===== src/rtl/conv_sched_pkg.sv =====
// Shared types and sizes for the conv_engine scheduler.
package conv_sched_pkg;

  localparam int unsigned ROW_W   = 256;
  localparam int unsigned NUM_REQ = 2;

  typedef enum logic {
    ST_IDLE = 1'b0,
    ST_BUSY = 1'b1
  } state_t;

  typedef logic req_id_t;

endpackage


===== src/rtl/conv_rr_pick.sv =====
// Two-way round-robin picker: a lone requester wins, on contention the one
// that did not own the engine last wins.
module conv_rr_pick
  import conv_sched_pkg::*;
(
  input  logic [NUM_REQ-1:0] req,
  input  req_id_t            last_owner,
  output logic               valid,
  output req_id_t            winner
);

  always_comb begin
    valid  = |req;
    winner = 1'b0;
    if (req == 2'b11) begin
      winner = ~last_owner;
    end else if (req[1]) begin
      winner = 1'b1;
    end
  end

endmodule


===== src/rtl/conv_scheduler.sv =====
// Arbitrates two row requesters onto a single conv_engine, one run at a time.
// Optional engine watchdog: define CONV_SCHED_TIMEOUT_EN.
module conv_scheduler
  import conv_sched_pkg::*;
#(
  parameter int unsigned CNT_W          = 16,
  parameter int unsigned TIMEOUT_CYCLES = 255
) (
  input  logic               clk,
  input  logic               rst,
  input  logic [NUM_REQ-1:0] req,
  input  logic [ROW_W-1:0]   row_data0,
  input  logic [ROW_W-1:0]   row_data1,
  output logic [NUM_REQ-1:0] gnt,
  output logic [NUM_REQ-1:0] done,
  output logic [NUM_REQ-1:0] timeout,
  output logic               busy,
  output req_id_t            owner,
  output logic [CNT_W-1:0]   done_cnt0,
  output logic [CNT_W-1:0]   done_cnt1,
  output logic               eng_start,
  output logic [ROW_W-1:0]   eng_pixel_row_data,
  input  logic               eng_done
);

  state_t             state, state_nxt;
  req_id_t            last_owner, last_owner_nxt;
  req_id_t            owner_nxt;
  logic [NUM_REQ-1:0] gnt_nxt, done_nxt;
  logic               start_nxt;
  logic [ROW_W-1:0]   row_nxt;
  logic [CNT_W-1:0]   cnt0_nxt, cnt1_nxt;
  logic               pick_valid;
  req_id_t            pick_winner;

  conv_rr_pick u_pick (
    .req        (req),
    .last_owner (last_owner),
    .valid      (pick_valid),
    .winner     (pick_winner)
  );

`ifdef CONV_SCHED_TIMEOUT_EN
  localparam int unsigned TMO_W = $clog2(TIMEOUT_CYCLES + 1);
  logic [TMO_W-1:0]   tmo_cnt, tmo_cnt_nxt;
  logic [NUM_REQ-1:0] timeout_nxt;
`endif

  // State register and registered outputs
  always_ff @(posedge clk) begin
    if (rst) begin
      state              <= ST_IDLE;
      last_owner         <= 1'b1;
      owner              <= 1'b0;
      gnt                <= '0;
      done               <= '0;
      eng_start          <= 1'b0;
      busy               <= 1'b0;
      eng_pixel_row_data <= '0;
      done_cnt0          <= '0;
      done_cnt1          <= '0;
    end else begin
      state              <= state_nxt;
      last_owner         <= last_owner_nxt;
      owner              <= owner_nxt;
      gnt                <= gnt_nxt;
      done               <= done_nxt;
      eng_start          <= start_nxt;
      busy               <= (state_nxt == ST_BUSY);
      eng_pixel_row_data <= row_nxt;
      done_cnt0          <= cnt0_nxt;
      done_cnt1          <= cnt1_nxt;
    end
  end

`ifdef CONV_SCHED_TIMEOUT_EN
  always_ff @(posedge clk) begin
    if (rst) begin
      tmo_cnt <= '0;
      timeout <= '0;
    end else begin
      tmo_cnt <= tmo_cnt_nxt;
      timeout <= timeout_nxt;
    end
  end
`else
  assign timeout = '0;
`endif

  // Next-state and next-output logic
  always_comb begin
    state_nxt      = state;
    last_owner_nxt = last_owner;
    owner_nxt      = owner;
    gnt_nxt        = '0;
    done_nxt       = '0;
    start_nxt      = 1'b0;
    row_nxt        = eng_pixel_row_data;
    cnt0_nxt       = done_cnt0;
    cnt1_nxt       = done_cnt1;
`ifdef CONV_SCHED_TIMEOUT_EN
    tmo_cnt_nxt    = tmo_cnt;
    timeout_nxt    = '0;
`endif
    case (state)
      ST_IDLE: begin
        if (pick_valid) begin
          state_nxt            = ST_BUSY;
          owner_nxt            = pick_winner;
          last_owner_nxt       = pick_winner;
          row_nxt              = pick_winner ? row_data1 : row_data0;
          gnt_nxt[pick_winner] = 1'b1;
          start_nxt            = 1'b1;
`ifdef CONV_SCHED_TIMEOUT_EN
          tmo_cnt_nxt          = '0;
`endif
        end
      end
      ST_BUSY: begin
        // eng_done takes priority over a watchdog expiring in the same cycle
        if (eng_done) begin
          state_nxt       = ST_IDLE;
          done_nxt[owner] = 1'b1;
          if (owner) begin
            cnt1_nxt = done_cnt1 + CNT_W'(1);
          end else begin
            cnt0_nxt = done_cnt0 + CNT_W'(1);
          end
        end
`ifdef CONV_SCHED_TIMEOUT_EN
        else if (tmo_cnt == TMO_W'(TIMEOUT_CYCLES)) begin
          state_nxt          = ST_IDLE;
          timeout_nxt[owner] = 1'b1;
        end else begin
          tmo_cnt_nxt = tmo_cnt + TMO_W'(1);
        end
`endif
      end
      default: state_nxt = ST_IDLE;
    endcase
  end

endmodule


===== config.mk =====
export PLATFORM = sky130hd
export DESIGN_NAME = conv_scheduler
export DESIGN_NICKNAME = d
export VERILOG_FILES = /design/src/rtl/conv_sched_pkg.sv /design/src/rtl/conv_rr_pick.sv /design/src/rtl/conv_scheduler.sv
export SDC_FILE = /design/constraint.sdc
export NUM_CORES = 1
export LEC_CHECK = 0
export ABC_CLOCK_PERIOD_IN_PS = 5500
export CELL_PAD_IN_SITES_DETAIL_PLACEMENT = 1
export CELL_PAD_IN_SITES_GLOBAL_PLACEMENT = 2
export CORE_AREA = 5 5 314 316
export DETAILED_ROUTE_END_ITERATION = 7
export DIE_AREA = 0 0 319 321
export MAX_ROUTING_LAYER = met4
export PLACE_DENSITY = 0.67
export SYNTH_ARGS = -nofsm -noshare
export SYNTH_HDL_FRONTEND = slang
export SYNTH_SLANG_ARGS = --single-unit
export TNS_END_PERCENT = 10

===== constraint.sdc =====
create_clock -name clk -period 5.5 [get_ports clk]
set_input_delay 1.375 -clock clk [delete_from_list [all_inputs] [get_ports clk]]
set_output_delay 1.375 -clock clk [all_outputs]
set_load 0.1 [all_outputs]

==> metrics.md <==
| Metric | Value |
|---|---|
| Max incr delay on CP | `1.29 ns` |
| TritonCTS clock tree | `built` |
| Yosys top cell area share | `0.475` |
| Mux contribution to synthesized area | `0.00251` |
| Worst-path clk slew | `0.05 ns` |
| Crit end category | `primary output` |
| WL/cell | `20.0 um` |
| Grt total ovfl | `0` |
| Critical Path Fanout Max | `14` |
| Worst EP required | `4.12 ns` |
| DRC viols | `0` |
| DP Area | `roughly 22000 sq um` |
| Pin count of the biggest net entering global routing | `approximately 160` |
| Vert. Die Dim | `around 320 um` |
| CP cell instances | `clkdlybuf4s50_1` |
| Worst r2r path cells | `4` |
| Slowest CP cell | `clkdlybuf4s50_1` |
| Top cell family by delay on the critical path | `buffers and inverters` |
| First-pass GRT wire length | `~110 mm` |
| Area added between synthesis and finish | `87.8%` |
| Fin. Hold Viols | `0` |
| Adder-cell area share of the yosys netlist | `0.00201` |
| Worst reg-to-reg setup slack | `a little under 3 ns` |
| Hold Crit Endpoint | `eng_pixel_row_data[243]` |
| Die Footprint | `roughly 100000 sq um` |
| Top FF cell, synth | `dfxtp_1` |
| Post-synthesis compound-gate area fraction | `0.190` |
| Synth area leaders | `dfxtp_1 (47%), a311oi_1 (18%), nand2_1 (16%)` |
| Final setup viols | `0` |
| Final #Nets | `2884` |
| Mean Syn Cell Area | `approximately 7.7 sq um` |
| CTS Buf Count | `41` |
| Initial antenna violation count | `8` |
| Dpl hpwl | `56.1 mm` |
| CTS root buffer | `clkbuf_16` |
| Final wirelength | `between 70 and 80 mm` |
| Most common cell in the netlist | `nand2_1` |
| Core footprint | `about 96000 sq um` |
| CP arrival | `between 2 and 3 ns` |
| Fraction of layout cells with a size suffix above 1 | `0.0488` |
| Final period util | `0.718` |
| Dominant cell type by area after synthesis | `dfxtp_1` |
| Post-synth ARST share | `0` |
| HP Start | `eng_pixel_row_data[243]` |
| R2r endpoint | `done_cnt0[15]` |
| I/O pins | `slightly above 800` |
| Worst hold path cell count | `2` |
| Synth warnings | `0` |
| H-tree Lvls | `2` |
| Via-per-instance ratio | `around 4.1` |
| Leakage Power | `around 8.6 nW` |
| Synthesized instance count | `about 1600` |
| Setup CP Type | `flip-flop to primary output` |
| Post-synth cell types | `38` |
| Hold WC Path Type | `flip-flop to flip-flop` |
| GPL Wtd Cong | `0.847` |
| Fmax | `roughly 250 MHz` |
| Synth Area in Simple Gates | `0.269` |
| Min cycle time layout | `just under 4 ns` |
| Peak supply drop | `~0.21 mV` |
| GRT Total Usage | `0.138` |
| Clock tree buffer depth | `3` |
| RSZ-0062 raised after global routing | `false` |
| Largest family of logic cells by synthesized area | `simple AND/OR/NAND/NOR gates` |
| Max Cap Viol | `0` |
| Die Width | `about 320 um` |
| Final Max Slew Viols | `0` |
| Starting DRT DRC Count | `between 600 and 700` |
| Worst Path Buf+Inv | `1` |
| Starting Density | `0.130` |
| First-pass detailed-route iteration total | `6` |
| Hold buffers post-CTS | `0` |
| Post-synthesis register bit count | `296` |
| Cell Pwr Density | `between 300 and 400 nW/um^2` |
| Worst slew pin tran | `around 1.2 ns` |
| Vias in the first global route | `between 15000 and 20000` |
| Final Skew | `around 0.023 ns` |
| Cell Area, Synth | `12500 sq um` |
| Setup Fix Bufs, Post-CTS | `0` |
| PortBufs | `just over 800` |
| # rows | `between 100 and 150` |
| CP startpoint kind | `flip-flop` |
| Sum of negative setup slack | `0 ns` |
| Post_cts resized | `0` |
| Share of the yosys chip area belonging to registers | `0.475` |
| Top cells by count, synth | `nand2_1 (526), dfxtp_1 (296), nor2_1 (283), a311oi_1 (256), clkbuf_1 (137)` |
| Worst R2R Start | `state` |
| Cell area after layout | `around 23000 sq um` |
| Max_slew headroom | `0.219` |
| Status | `finished, final reports clean` |
| Synth Area in XOR/XNOR | `0.0133` |
| Clock Sinks | `296` |
| Vias | `15100` |
| Clock latency on the worst-skew pair | `0.59 ns` |
| EDFF count, synth | `0` |
| Detail Route Antenna Nets | `0` |
## cell usage in the layout, fill, tap and decap left out, types with 8 or more instances in the layout
master | synthesis | layout
a311oi_1 | 256 | 256
buf_4 | 2 | 38
clkdlybuf4s50_1 | 0 | 808
nor2_1 | 283 | 282
buf_12 | 0 | 9
a21oi_1 | 10 | 10
xnor2_1 | 15 | 15
nand2_1 | 526 | 525
clkbuf_8 | 0 | 10
o21ai_0 | 8 | 8
clkbuf_1 | 137 | 13
nor3_1 | 8 | 8
dfxtp_1 | 296 | 296
clkbuf_16 | 0 | 43
## through the flow
stage                      util  setup WS [ns]  std cells  total power [W]  hold slack (ns)
after floorplan               -           2.72       1618          0.00438            0.460
after detailed placement  0.231           1.69       3598          0.00542            0.486
after global placement    0.231           1.79       3598          0.00539            0.463
after CTS                 0.245           1.47       3673          0.00822            0.499
final                     0.245           1.55       3679          0.00806            0.496
after global routing      0.245           1.40       3678          0.00844            0.511
## worst max path at each step
stage	start	to	cells past startpoint
final	state	busy	1
after global routing	state	busy	1
after CTS	state	busy	1
after detailed placement	req[0]	eng_pixel_row_data[8]	5
after global placement	req[0]	eng_pixel_row_data[96]	6
after floorplan	eng_done	done_cnt1[15]	5
## registers in the layout, indices dropped and copies added (netlist names)
register / flops
eng_pixel_row_data: 256
done_cnt0: 16
done_cnt1: 16
done: 2
gnt: 2
eng_start: 1
last_owner: 1
owner: 1
state: 1
## power breakdown
group,switching [W],leakage [nW],internal (W)
Clock,0.00109,0.660,0.00162
Sequential,0.000122,2.45,0.00234
Combinational,0.00204,5.48,0.000851
Total,0.00325,8.59,0.00481
## kinds of logic after synthesis
group | Yosys count
and+or+nand+nor | 861
DFF | 296
AOI/OAI and AO/OA | 279
buffers and inverters | 156
xor gates and xnor gates | 19
muxes | 3
adders and majority gates | 2
other | 1
## cell type report
| class | count | area, sq um |
|---|---|---|
| fillers | 11300 | 72300 |
| repair buffers | 856 | 8570 |
| inverters | 4 | 15.0 |
| well taps | 1276 | 1600 |
| flip-flops and latches | 296 | 5930 |
| multi-input cells | 1166 | 5980 |
| diodes | 6 | 15.0 |
| clock inverters | 9 | 80.1 |
| clock buffers | 66 | 1260 |
## worst register-to-register path: stages (launching register included)
cell and delay, ns:
dfxtp_1 0.71, nand4b_1 0.54, or4_1 0.75, or3_1 0.38, a21oi_1 0.16
## metal layers
| layer | routed length, um | track usage |
|---|---|---|
| met4 | 1590 | 0.0330 |
| met1 | 28900 | 0.152 |
| met3 | 6050 | 0.0493 |
| met5 | 0 | - |
| met2 | 36900 | 0.241 |
No activity file was read; power rests on OpenSTA's default activity.
